--- src/rtl/reg_map_wr_arbiter.sv ---
// reg_map_wr_arbiter
//   Shares the single register-map write port between NUM_REQ requesters.
//   Each requester owns a one-deep slot (addr/data/keep). A round-robin FSM
//   issues one register-map write at a time, waits for completion or timeout,
//   then pulses req_done for the granted requester and reports req_err.
//
// Ports
//   aclk, aresetn           clock, synchronous active-low reset
//   req_cmd[i]              single-cycle write strobe from requester i
//   req_addr/data/keep      packed per-requester write payload
//   req_ready[i]            slot i is free (inverse of pending)
//   req_done[i]             one-cycle completion pulse to requester i
//   req_err                 error status of the most recent completion
//   reg_map_wr_cmd/addr/data/keep   registered write command to register map
//   reg_map_wr_valid/err    write completion and its error code
//   reg_map_wr_ready        register map can accept a command
module reg_map_wr_arbiter #(
    parameter int          NUM_REQ = 4,
    parameter logic [15:0] TIMEOUT = 16'd1023
) (
    input  logic                    aclk,
    input  logic                    aresetn,
    input  logic [NUM_REQ-1:0]      req_cmd,
    input  logic [8*NUM_REQ-1:0]    req_addr,
    input  logic [32*NUM_REQ-1:0]   req_data,
    input  logic [32*NUM_REQ-1:0]   req_keep,
    output logic [NUM_REQ-1:0]      req_ready,
    output logic [NUM_REQ-1:0]      req_done,
    output logic [1:0]              req_err,
    output logic                    reg_map_wr_cmd,
    output logic [7:0]              reg_map_wr_addr,
    output logic [31:0]             reg_map_wr_data,
    output logic [31:0]             reg_map_wr_keep,
    input  logic                    reg_map_wr_valid,
    input  logic                    reg_map_wr_ready,
    input  logic [1:0]              reg_map_wr_err
);

    localparam int GW = (NUM_REQ > 1) ? $clog2(NUM_REQ) : 1;

    typedef enum logic [1:0] {
        IDLE  = 2'd0,
        ISSUE = 2'd1,
        WAIT  = 2'd2,
        DONE  = 2'd3
    } state_t;

    state_t             state_q, state_d;
    logic [NUM_REQ-1:0] pending_q, pending_d;
    logic [7:0]         slot_addr_q [NUM_REQ];
    logic [7:0]         slot_addr_d [NUM_REQ];
    logic [31:0]        slot_data_q [NUM_REQ];
    logic [31:0]        slot_data_d [NUM_REQ];
    logic [31:0]        slot_keep_q [NUM_REQ];
    logic [31:0]        slot_keep_d [NUM_REQ];
    logic [GW-1:0]      grant_q, grant_d;
    logic [GW-1:0]      last_q, last_d;
    logic [15:0]        cnt_q, cnt_d;
    logic               wr_cmd_q, wr_cmd_d;
    logic [7:0]         wr_addr_q, wr_addr_d;
    logic [31:0]        wr_data_q, wr_data_d;
    logic [31:0]        wr_keep_q, wr_keep_d;
    logic [NUM_REQ-1:0] done_q, done_d;
    logic [1:0]         err_q, err_d;

    logic               found;
    logic [GW-1:0]      pick;

    // Round-robin search: first pending slot starting just after the last grant.
    always_comb begin
        found = 1'b0;
        pick  = last_q;
        for (int k = 1; k <= NUM_REQ; k++) begin
            if (!found && pending_q[(int'(last_q) + k) % NUM_REQ]) begin
                found = 1'b1;
                pick  = GW'((int'(last_q) + k) % NUM_REQ);
            end
        end
    end

    always_comb begin
        state_d     = state_q;
        // A strobe on an occupied slot is dropped, so capture only into free slots.
        pending_d   = pending_q | (req_cmd & ~pending_q);
        slot_addr_d = slot_addr_q;
        slot_data_d = slot_data_q;
        slot_keep_d = slot_keep_q;
        for (int i = 0; i < NUM_REQ; i++) begin
            if (req_cmd[i] && !pending_q[i]) begin
                slot_addr_d[i] = req_addr[8*i +: 8];
                slot_data_d[i] = req_data[32*i +: 32];
                slot_keep_d[i] = req_keep[32*i +: 32];
            end
        end
        grant_d   = grant_q;
        last_d    = last_q;
        cnt_d     = cnt_q;
        wr_cmd_d  = 1'b0;
        wr_addr_d = wr_addr_q;
        wr_data_d = wr_data_q;
        wr_keep_d = wr_keep_q;
        done_d    = '0;
        err_d     = err_q;

        case (state_q)
            IDLE: begin
                if (found && reg_map_wr_ready) begin
                    grant_d   = pick;
                    wr_cmd_d  = 1'b1;
                    wr_addr_d = slot_addr_q[pick];
                    wr_data_d = slot_data_q[pick];
                    wr_keep_d = slot_keep_q[pick];
                    state_d   = ISSUE;
                end
            end
            ISSUE: begin
                cnt_d   = '0;
                state_d = WAIT;
            end
            WAIT: begin
                // Completion takes precedence over a coincident timeout.
                if (reg_map_wr_valid) begin
                    err_d           = reg_map_wr_err;
                    done_d[grant_q] = 1'b1;
                    state_d         = DONE;
                end else if (cnt_q == TIMEOUT) begin
                    err_d           = 2'b11;
                    done_d[grant_q] = 1'b1;
                    state_d         = DONE;
                end else begin
                    cnt_d = cnt_q + 16'd1;
                end
            end
            DONE: begin
                pending_d[grant_q] = 1'b0;
                last_d             = grant_q;
                state_d            = IDLE;
            end
            default: state_d = IDLE;
        endcase
    end

    always_ff @(posedge aclk) begin
        if (!aresetn) begin
            state_q   <= IDLE;
            pending_q <= '0;
            for (int i = 0; i < NUM_REQ; i++) begin
                slot_addr_q[i] <= '0;
                slot_data_q[i] <= '0;
                slot_keep_q[i] <= '0;
            end
            grant_q   <= '0;
            last_q    <= GW'(NUM_REQ - 1);
            cnt_q     <= '0;
            wr_cmd_q  <= 1'b0;
            wr_addr_q <= '0;
            wr_data_q <= '0;
            wr_keep_q <= '0;
            done_q    <= '0;
            err_q     <= 2'b00;
        end else begin
            state_q     <= state_d;
            pending_q   <= pending_d;
            slot_addr_q <= slot_addr_d;
            slot_data_q <= slot_data_d;
            slot_keep_q <= slot_keep_d;
            grant_q     <= grant_d;
            last_q      <= last_d;
            cnt_q       <= cnt_d;
            wr_cmd_q    <= wr_cmd_d;
            wr_addr_q   <= wr_addr_d;
            wr_data_q   <= wr_data_d;
            wr_keep_q   <= wr_keep_d;
            done_q      <= done_d;
            err_q       <= err_d;
        end
    end

    assign req_ready       = ~pending_q;
    assign req_done        = done_q;
    assign req_err         = err_q;
    assign reg_map_wr_cmd  = wr_cmd_q;
    assign reg_map_wr_addr = wr_addr_q;
    assign reg_map_wr_data = wr_data_q;
    assign reg_map_wr_keep = wr_keep_q;

endmodule

--- config.mk ---
export PLATFORM = sky130hd
export DESIGN_NAME = reg_map_wr_arbiter
export DESIGN_NICKNAME = d
export VERILOG_FILES = /design/src/rtl/reg_map_wr_arbiter.sv
export SDC_FILE = /design/constraint.sdc
export NUM_CORES = 1
export LEC_CHECK = 0
export ABC_AREA = 1
export CORE_AREA = 2 2 198 200
export CTS_BUF_LIST = sky130_fd_sc_hd__clkbuf_4 sky130_fd_sc_hd__clkbuf_8 sky130_fd_sc_hd__clkbuf_16
export CTS_CLUSTER_SIZE = 14
export DETAILED_ROUTE_END_ITERATION = 7
export DIE_AREA = 0 0 200 202
export HOLD_SLACK_MARGIN = 0.15
export PLACE_DENSITY = 0.72
export SYNTH_ARGS = -nofsm -noshare
export SYNTH_HDL_FRONTEND = slang
export SYNTH_SLANG_ARGS = --single-unit
--- constraint.sdc ---
create_clock -name aclk -period 2.35 [get_ports aclk]
set_input_delay 0.3525 -clock aclk [delete_from_list [all_inputs] [get_ports aclk]]
set_output_delay 0.3525 -clock aclk [all_outputs]
set_load 0.005 [all_outputs]
# Yosys cells after proc, flatten, opt, wreduce, memory -nomap -nowiden
# Cells that the tools add are included.
# op_classes
add_sub_neg,5
n_lt_le_gt_ge,7
n_eq_ne,8
mux,43
bitwise_logic,10
reduce_logical,29
# ops
op,count
$bmux 32 s2,2
$mux 32,4
$mux 16,2
$pmux 16 s2,1
$add 16x1->16 const B,1
$bmux 8 s2,1
$eq 16x10->1 const B,1
$lt 3x4->1 const B,4
$mux 2,8
$mux 8,2
$mux 1,14
$mux 4,3
$reduce_and 2->1,5
$logic_and 1x1->1,9
$and 4x4->4,2
$bmux 1 s2,4
$not 4->4,2
$pmux 2 s4,1
$reduce_or 2->1,4
$logic_not 1->1,7
$ne 2x2->1 const B,3
$add 2x1->2 const B,2
$add 2x2->2 const B,2
$and 1x1->1 const A,4
12 further kinds,14
# word_totals
ff_bits,393
output_inout_bits,83
elab_cells,125

# Depth between registers and ports, before layout
# Gate-level depths: netlist (run 1).
# logic_depth
ltp_word,20
mapped_depth,17
ltp_nobuf,15

# Worst setup path before layout (run 1)
# No wires, ideal clock.
# synth_path
path_kind,reg-to-reg
startpoint,reg cnt_q[0]
endpoint,reg cnt_q[5]
setup_ns,0.070
arrival_time_ns,1.874
setup_slack_ns,0.405
path_stages_with_launch,12
path_buffers,1
path_cell_list,dfxtp_1 -> ha_1 -> nand2_1 -> nor2_1 -> nand2_1 -> nor2_1 -> a21oi_1 -> nand2_1 -> nand2_1 -> buf_2 -> nand4_1 -> a21oi_1
# synth_via
elab_chain_len,4
word_cells_on_any_way,7
classes_between,add/sub (1); eq/ne (2); mux (3); reduce/logical (1)
# synth_lines
element,line,source
from (decl),58,"logic [15:0] cnt_q, cnt_d;"
from (signal assigned),169,cnt_q <= cnt_d;
$add 16x1->16,131,cnt_d = cnt_q + 16'd1;
$mux 16,126,end else if (cnt_q == TIMEOUT) begin
$mux 16,122,if (reg_map_wr_valid) begin
$pmux 16 s2,105,case (state_q)
# Parallel ways exist; a longest one is shown, timed or not. The select of a mux whose other input is x is not followed.
# A chain may end at the register's enable or synchronous reset.

# Final worst setup path (run 1)
# layout_path
startpoint,reg last_q[0]
endpoint,"reg wr_data_q[9], in the netlist reg_map_wr_data[9]"
# layout_via
elab_chain_len,18
word_cells_on_any_way,36
classes_between,add/sub (4); mux (23); bitwise (1); reduce/logical (8)
# layout_lines
element,line,source
from (decl),57,"logic [GW-1:0] last_q, last_d;"
from (signal assigned),153,last_q <= GW'(NUM_REQ - 1);
from (signal assigned),168,last_q <= last_d;
$add 2x1->2,"74, 76",
$bmux 1 s2,74,if (!found && pending_q[(int'(last_q) + k) % NUM_REQ]) begin
$mux 1 (not written as such) (2 in a row),74,
$mux 1,74,
$logic_not 1->1,74,
$logic_and 1x1->1,74,
$mux 1,74,
$logic_not 1->1,74,
$logic_and 1x1->1,74,
$mux 1,74,
$logic_not 1->1,74,
$logic_and 1x1->1,74,
$mux 2,74,
$not 2->3 (not written as such),111,wr_data_d = slot_data_q[pick];
$bmux 32 s2,111,
$mux 32 (not written as such) (2 in a row),111,
to (signal assigned),172,wr_data_q <= wr_data_d;
to (decl),61,"logic [31:0] wr_data_q, wr_data_d;"
# Parallel ways exist; a longest one is shown, timed or not. The select of a mux whose other input is x is not followed.

==> impl_metrics.tcl, run 1 <==
set metrics [dict create \
    outcome "finished, final reports clean" \
    ys_top_cells_by_area "sky130_fd_sc_hd__dfxtp_1, sky130_fd_sc_hd__nand3_1, sky130_fd_sc_hd__o21ai_0, sky130_fd_sc_hd__nand2_1, sky130_fd_sc_hd__nor2_1" \
    floorplan.initialDensity 0.4431 \
    areaGrowthSynthToFinish_pct 35.30 \
    rsz_0062_raised_after_global_routing "no" \
    dp_hpwl_um 38180 \
    timing.reg2reg.worst_path_depth 15 \
    clockPowerShare 0.288 \
    power.share.sequential 0.338 \
    die_area_mm2 0.04040 \
    p_int_w 0.01537 \
    first_global_vias 16700 \
    period_needed_ns 2.151 \
    setup_violations 0 \
    power.share.combinational 0.374 \
    grtUsageTotal 0.2784 \
    synth-seq-area-share 0.4638 \
    clockRootBuffer "sky130_fd_sc_hd__clkbuf_16" \
    hold_path_startpoint "aresetn" \
    synth_cell_type_count 33 \
    startpoint_type "flip-flop" \
    postCtsHoldBufs 0 \
    timing.max_slew.rel_slack 0.4313 \
    switchingPower_w 0.008566 \
    placeableCoreArea_mm2 0.03829 \
    cts_tree "built" \
    routedWlPerCell_um 18.12 \
    layout-drive-gt1-share 0.06104 \
    ys.warnings.count 0 \
    r2r-end "reg_map_wr_data[9]$_SDFFE_PN0P_" \
    netlist_area_mm2 0.01697 \
    clk_transition_reported_paths_ns 0.06 \
    routed_wl_um 59040 \
    holdCritPathClass "in2reg" \
    port_buffers 380 \
    worstHoldEndpoint "cnt_q[7]$_SDFFE_PN0P_" \
    crit_arrival_ns 2.54 \
    grt_max_degree 178 \
    fin_skew_ns 0.01457 \
    layout_worst_path_cycle_share 0.9152 \
    syn-mean-instance-area_um2 7.045 \
    synth_top_cell_area_share 0.4638 \
    crit_fanout 36 \
    rrSetupSlack_ns 0.20 \
    chipHeight_um 202 \
    rows 72 \
    viasPerCell 5.351 \
    total_leakage_power_nw 9.397 \
    syn-instance-count 2408 \
    max_freq_mhz 465.0 \
    timing.critical_path.to_type "flip-flop" \
    drt_first_iter_violations 1362 \
    design.final.nets 3006 \
    cts.sink_count 393 \
    timing.hold.ws_ns 0.2451 \
    post_dp_cell_area_mm2 0.02131 \
    io-pin-count 381 \
    routability_driven_placement_congestion_ratio 0.9081 \
    synthesis.nets 2711 \
    vdd.ir_drop.worst_v 0.0006609 \
    antenna_left 0 \
    final_max_slew_viol_count 0 \
    global_route_wire_length_before_repair_um 89610 \
    drcViolationCount 0 \
    power.share.switching 0.3578 \
    report.final.hold_viol_count 0 \
    antenna_found_initial 5 \
    critical_path.reg2reg.startpoint "last_q[0]$_SDFFE_PN1N_" \
    yosys_most_used_dff "sky130_fd_sc_hd__dfxtp_1" \
    fin_area_mm2 0.02295 \
    die_width_um 200 \
    detailed_routing_iterations_pass_1 5 \
    critPathKind "reg2reg" \
    synth_seq_cells 393 \
    cts.path.max_buffers 3 \
    cts-buffers-inserted 43 \
    pwr_density_cell_mw_per_mm2 1043 \
    grt_overflow_total 0 \
    cts.htree.levels 2 \
    maxCapViolations 0 \
    synth_largest_area_cell "sky130_fd_sc_hd__dfxtp_1" \
    clk-insertion-delay-late_ns 0.54 \
    asyncSetResetFlopFracSynth 0 \
    tightestPinTransition_ns 0.8531 \
    count_of_flip_flops_with_a_built_in_enable_after_synthesis 0 \
    worstPathRequired_ns 2.74 \
    min_delay_path_depth 5 \
    vias 17430 \
]
## cell usage after synthesis (all sizes together), types with 4 or more instances
library cell and instances:
o21ai 302, xor2 5, nand4 4, nand2 380, nor2 338, ha 5
nor3 8, inv 168, a21oi 223, clkbuf 109, buf 79, nand3b 17
dfxtp 393, o21a 4, nand3 357
## cells in the final DEF, fill, tap and decap left out, types with 4 or more instances in the layout
cell,instances
sky130_fd_sc_hd__buf_4,26
sky130_fd_sc_hd__nand2_2,6
sky130_fd_sc_hd__inv_2,4
sky130_fd_sc_hd__clkbuf_8,15
sky130_fd_sc_hd__inv_1,161
sky130_fd_sc_hd__buf_12,23
sky130_fd_sc_hd__diode_2,4
sky130_fd_sc_hd__nand3_1,353
sky130_fd_sc_hd__nor3_1,8
sky130_fd_sc_hd__clkbuf_4,10
sky130_fd_sc_hd__nor2_1,335
sky130_fd_sc_hd__xor2_1,5
sky130_fd_sc_hd__o21ai_0,302
sky130_fd_sc_hd__ha_1,5
sky130_fd_sc_hd__clkdlybuf4s50_1,379
sky130_fd_sc_hd__o21a_1,4
sky130_fd_sc_hd__clkinv_2,7
sky130_fd_sc_hd__nand3b_1,17
sky130_fd_sc_hd__clkbuf_16,48
sky130_fd_sc_hd__nand2_1,371
sky130_fd_sc_hd__nand4_1,4
sky130_fd_sc_hd__dfxtp_1,391
sky130_fd_sc_hd__a21oi_1,223
## repair_timing
action	in CTS	in global routing
gates cloned	0	3
gates resized for setup	3	9
setup endpoints to repair	16	68
buffers inserted	0	3
pin swaps	0	1
## critical path: stages, from the launching register on
cell,delay (ns)
sky130_fd_sc_hd__dfxtp_4,0.41
sky130_fd_sc_hd__inv_4,0.09
sky130_fd_sc_hd__nand2_2,0.05
sky130_fd_sc_hd__nand2_1,0.09
sky130_fd_sc_hd__nand2_1,0.09
sky130_fd_sc_hd__nand2_2,0.11
sky130_fd_sc_hd__nand2_1,0.14
sky130_fd_sc_hd__nand2_1,0.10
sky130_fd_sc_hd__nand2_4,0.12
sky130_fd_sc_hd__buf_12,0.12
sky130_fd_sc_hd__buf_16,0.20
sky130_fd_sc_hd__nand3_1,0.11
sky130_fd_sc_hd__nand2_1,0.09
sky130_fd_sc_hd__nand2_1,0.09
sky130_fd_sc_hd__nand3_1,0.08
sky130_fd_sc_hd__a21oi_1,0.07
## metrics by stage
step / total power, W / setup TNS [ns] / setup slack (ns) / std cells / util
after global routing: 0.02528 / 0 / 0.0007498 / 3258 / 0.5995
after global placement: 0.01676 / 0 / 0.05279 / 3170 / 0.5567
after floorplan: 0.01322 / 0 / 0.4053 / 2408 / -
after detailed placement: 0.01688 / -0.06922 / -0.02508 / 3170 / 0.5567
final: 0.02394 / 0 / 0.1992 / 3258 / 0.5995
after CTS: 0.02380 / 0 / 0.1266 / 3248 / 0.5955
## logic make-up (layout without fill, tap and decap cells)
group / Yosys count / after routing / synth area share
other: 0 / 4 / 0
buffers and inverters: 358 / 686 / 0.08902
xor gates and xnor gates: 7 / 7 / 0.003614
adders and majority gates: 5 / 5 / 0.003688
AOI/OAI and AO/OA: 537 / 537 / 0.1606
DFF: 393 / 393 / 0.4638
and+or+nand+nor: 1108 / 1108 / 0.2794
## final cells by class
cell class | count | area [µm²]
timing repair buffer | 438 | 4658
inverter | 170 | 648.1
antenna | 4 | 10.01
multi-input combinational | 1657 | 7645
sequential | 393 | 7873
clock buffer | 69 | 1394
clock inverter | 9 | 77.57
fill | 3473 | 15330
tap | 518 | 648.1
## worst max path at each step
stage | slack, ns | end | cells past startpoint | start
5_1_grt | 0.0007 | reg_map_wr_data[14]$_SDFFE_PN0P_ | 15 | last_q[0]$_SDFFE_PN1N_
6_report | 0.20 | reg_map_wr_data[9]$_SDFFE_PN0P_ | 15 | last_q[0]$_SDFFE_PN1N_
3_5_place_dp | -0.03 | reg_map_wr_data[9]$_SDFFE_PN0P_ | 14 | last_q[0]$_SDFFE_PN1N_
3_3_place_gp | 0.05 | reg_map_wr_data[10]$_SDFFE_PN0P_ | 14 | last_q[0]$_SDFFE_PN1N_
2_1_floorplan | 0.41 | cnt_q[5]$_SDFFE_PN0P_ | 11 | cnt_q[0]$_SDFFE_PN0P_
4_1_cts | 0.13 | reg_map_wr_addr[7]$_SDFFE_PN0P_ | 15 | last_q[0]$_SDFFE_PN1N_
## metal layers
metal	wire length, µm	share of wire	vias to the layer above	global-route usage
met5	13	0.00022	-	0
met4	1822	0.031	2	0.09921
met3	4032	0.068	118	0.03688
met2	27390	0.46	705	0.4500
met1	25790	0.44	8122	0.3804
li1	-	-	8485	-
## flip-flops by register name (all words and copies together) (netlist names), 4 cells and up
signal,flops
slot_data_q,128
slot_keep_q,128
reg_map_wr_data,32
reg_map_wr_keep,32
slot_addr_q,32
cnt_q,16
reg_map_wr_addr,8
pending_q,4
req_done,4
## power by group through the flow
stage          Sequential (W)  Clock (W)  Combinational (W)
3_3_place_gp          0.00820          0            0.00857
5_1_grt               0.00818    0.00725            0.00984
3_5_place_dp          0.00821          0            0.00867
4_1_cts               0.00808    0.00698            0.00874
6_report              0.00810    0.00688            0.00895
2_1_floorplan         0.00809          0            0.00514
Power figures use the tool's default switching activity.
==> run 2: changes to the inputs <==
- clock period: 2.35 -> 2 ns (I/O delays scaled with it)
==> impl_metrics.tcl, run 2 (same netlist as run 1, synthesis figures left out) <==
set metrics [dict create \
    outcome "finished with violations" \
    violations "negative setup slack" \
    clockRootBuffer "sky130_fd_sc_hd__clkbuf_16" \
    critical_path.reg2reg.startpoint "last_q[0]$_SDFFE_PN1N_" \
    crit_fanout 7 \
    startpoint_type "flip-flop" \
    power.share.sequential 0.309 \
    switchingPower_w 0.01109 \
    grt_overflow_total 0 \
    cts.htree.levels 2 \
    rows 72 \
    finalPower_w 0.03089 \
    layout_worst_path_cycle_share 1.023 \
    placeableCoreArea_mm2 0.03829 \
    fin_area_mm2 0.02449 \
    global_route_wire_length_before_repair_um 91800 \
    layout_common_cells "sky130_fd_sc_hd__dfxtp_1, sky130_fd_sc_hd__clkdlybuf4s50_1, sky130_fd_sc_hd__nor2_1" \
    pre_cts_slack_ns -0.1785 \
    timing.max_slew.rel_slack 0.5439 \
    layout.cells.most_common "sky130_fd_sc_hd__dfxtp_1" \
    final_max_slew_viol_count 0 \
    rsz_0062_raised_after_global_routing "yes" \
    p_int_w 0.01979 \
    timing.critical_path.to_type "flip-flop" \
    holdCritPathClass "in2reg" \
    clk_transition_reported_paths_ns 0.06 \
    report.final.hold_viol_count 0 \
    first_global_vias 17120 \
    power.share.combinational 0.424 \
    rrSetupSlack_ns -0.05 \
    vdd.ir_drop.worst_v 0.0005957 \
    setup_violations 17 \
    timing.reg2reg.worst_path_depth 16 \
    die_area_mm2 0.04040 \
    critical_path_capture_point "reg_map_wr_data[5]$_SDFFE_PN0P_" \
    finish.utilization 0.6397 \
    clockPowerShare 0.267 \
    maxCapViolations 0 \
    dp_hpwl_um 40110 \
    routedWlPerCell_um 18.62 \
    layout_top_registers "slot_data_q x128, slot_keep_q x128" \
    antenna_left 0 \
    critPathKind "reg2reg" \
    period_needed_ns 2.045 \
    viasPerCell 5.395 \
    die_width_um 200 \
    drt_first_iter_violations 1407 \
    areaGrowthSynthToFinish_pct 44.38 \
    cts.path.max_buffers 3 \
    routability_driven_placement_congestion_ratio 0.8732 \
    drcViolationCount 0 \
    pwr_density_cell_mw_per_mm2 1261 \
    io-pin-count 381 \
    cts_tree "built" \
    hold_path_startpoint "req_data[92]" \
    clk-insertion-delay-late_ns 0.55 \
    fin_skew_ns 0.01667 \
    timing.critical_path.from "last_q[0]$_SDFFE_PN1N_" \
    design.final.nets 3095 \
    worstPathRequired_ns 2.39 \
    grt_max_degree 177 \
    max_freq_mhz 489.0 \
    post_dp_cell_area_mm2 0.02192 \
    total_leakage_power_nw 10.09 \
    layout-drive-gt1-share 0.1250 \
    vias 18070 \
    cts-buffers-inserted 43 \
    tightestPinTransition_ns 0.6841 \
    grtUsageTotal 0.2852 \
    cts.sink_count 393 \
    detailed_routing_iterations_pass_1 6 \
    port_buffers 380 \
    r2r-end "reg_map_wr_data[5]$_SDFFE_PN0P_" \
    floorplan.initialDensity 0.4431 \
    crit_arrival_ns 2.43 \
    worst_slack_ns -0.04502 \
    power.share.switching 0.3592 \
    antenna_found_initial 7 \
    routed_wl_um 62370 \
    chipHeight_um 202 \
]
==> run 2: final cells by class <==
cell class,instances,area (µm²)
Clock inverter,12,148.9
Sequential cell,393,7879
Inverter,170,661.9
Fill cell,3334,13790
Multi-Input combinational cell,1658,8051
Antenna cell,7,17.52
Clock buffer,66,1346
Timing Repair Buffer,525,5736
Tap cell,518,648.1
Timing Repair inverter,1,5.005
==> run 2: worst min-delay path by stage <==
stage | slack (ns) | to | cells past startpoint
3_3_place_gp | 0.43 | slot_keep_q[63]$_SDFFE_PN0P_ | 2
2_1_floorplan | 0.42 | slot_addr_q[15]$_SDFFE_PN0P_ | 2
3_5_place_dp | 0.44 | slot_keep_q[127]$_SDFFE_PN0P_ | 2
4_1_cts | 0.33 | slot_data_q[60]$_SDFFE_PN0P_ | 3
5_1_grt | 0.34 | slot_data_q[60]$_SDFFE_PN0P_ | 3
6_report | 0.35 | slot_data_q[60]$_SDFFE_PN0P_ | 3
==> run 2: per-layer routing <==
metal  share of wire  up-vias  GRT usage
met5               0        -          0
met4           0.031        0    0.09868
met3           0.085      127    0.04622
met2            0.47      830     0.4619
met1            0.41     8433     0.3844
li1                -     8684          -
==> run 2: timing repair <==
action,in CTS,in global routing
hold endpoints to repair,13,0
buffers inserted,3,13
setup endpoints to repair,72,89
pin swaps,4,18
hold buffers,1,0
gates cloned,2,15
gates resized for setup,20,127
==> run 2: worst max-delay path, cell delays in order, from the launching register on <==
cell,delay [ns]
sky130_fd_sc_hd__dfxtp_4,0.40
sky130_fd_sc_hd__buf_6,0.13
sky130_fd_sc_hd__nand2_2,0.06
sky130_fd_sc_hd__nand2_2,0.09
sky130_fd_sc_hd__nand2_2,0.07
sky130_fd_sc_hd__nand2_4,0.10
sky130_fd_sc_hd__nand2_4,0.07
sky130_fd_sc_hd__nand2_4,0.09
sky130_fd_sc_hd__nand2_8,0.11
sky130_fd_sc_hd__buf_12,0.16
sky130_fd_sc_hd__nand2_8,0.11
sky130_fd_sc_hd__clkbuf_16,0.18
sky130_fd_sc_hd__nand2_1,0.06
sky130_fd_sc_hd__nand2_1,0.06
sky130_fd_sc_hd__nand2_1,0.06
sky130_fd_sc_hd__nand3_1,0.07
sky130_fd_sc_hd__a21oi_1,0.06
==> run 2: power by group through the flow <==
stage | combinational, W | clock (W) | sequential [W]
global placement | 0.0108 | 0 | 0.00965
floorplan | 0.00604 | 0 | 0.00950
detailed placement | 0.0109 | 0 | 0.00967
global route | 0.0142 | 0.00870 | 0.00962
finish | 0.0131 | 0.00825 | 0.00954
CTS | 0.0113 | 0.00835 | 0.00951
==> run 2: per-stage QoR <==
| stage | hold WS (ns) | TNS [ns] | std cells |
|---|---|---|---|
| floorplan | 0.4245 | 0 | 2408 |
| global placement | 0.4349 | -4.520 | 3231 |
| detailed placement | 0.4422 | -8.273 | 3231 |
| CTS | 0.3252 | -0.006027 | 3315 |
| global route | 0.3409 | -6.285 | 3350 |
| finish | 0.3513 | -0.2714 | 3350 |
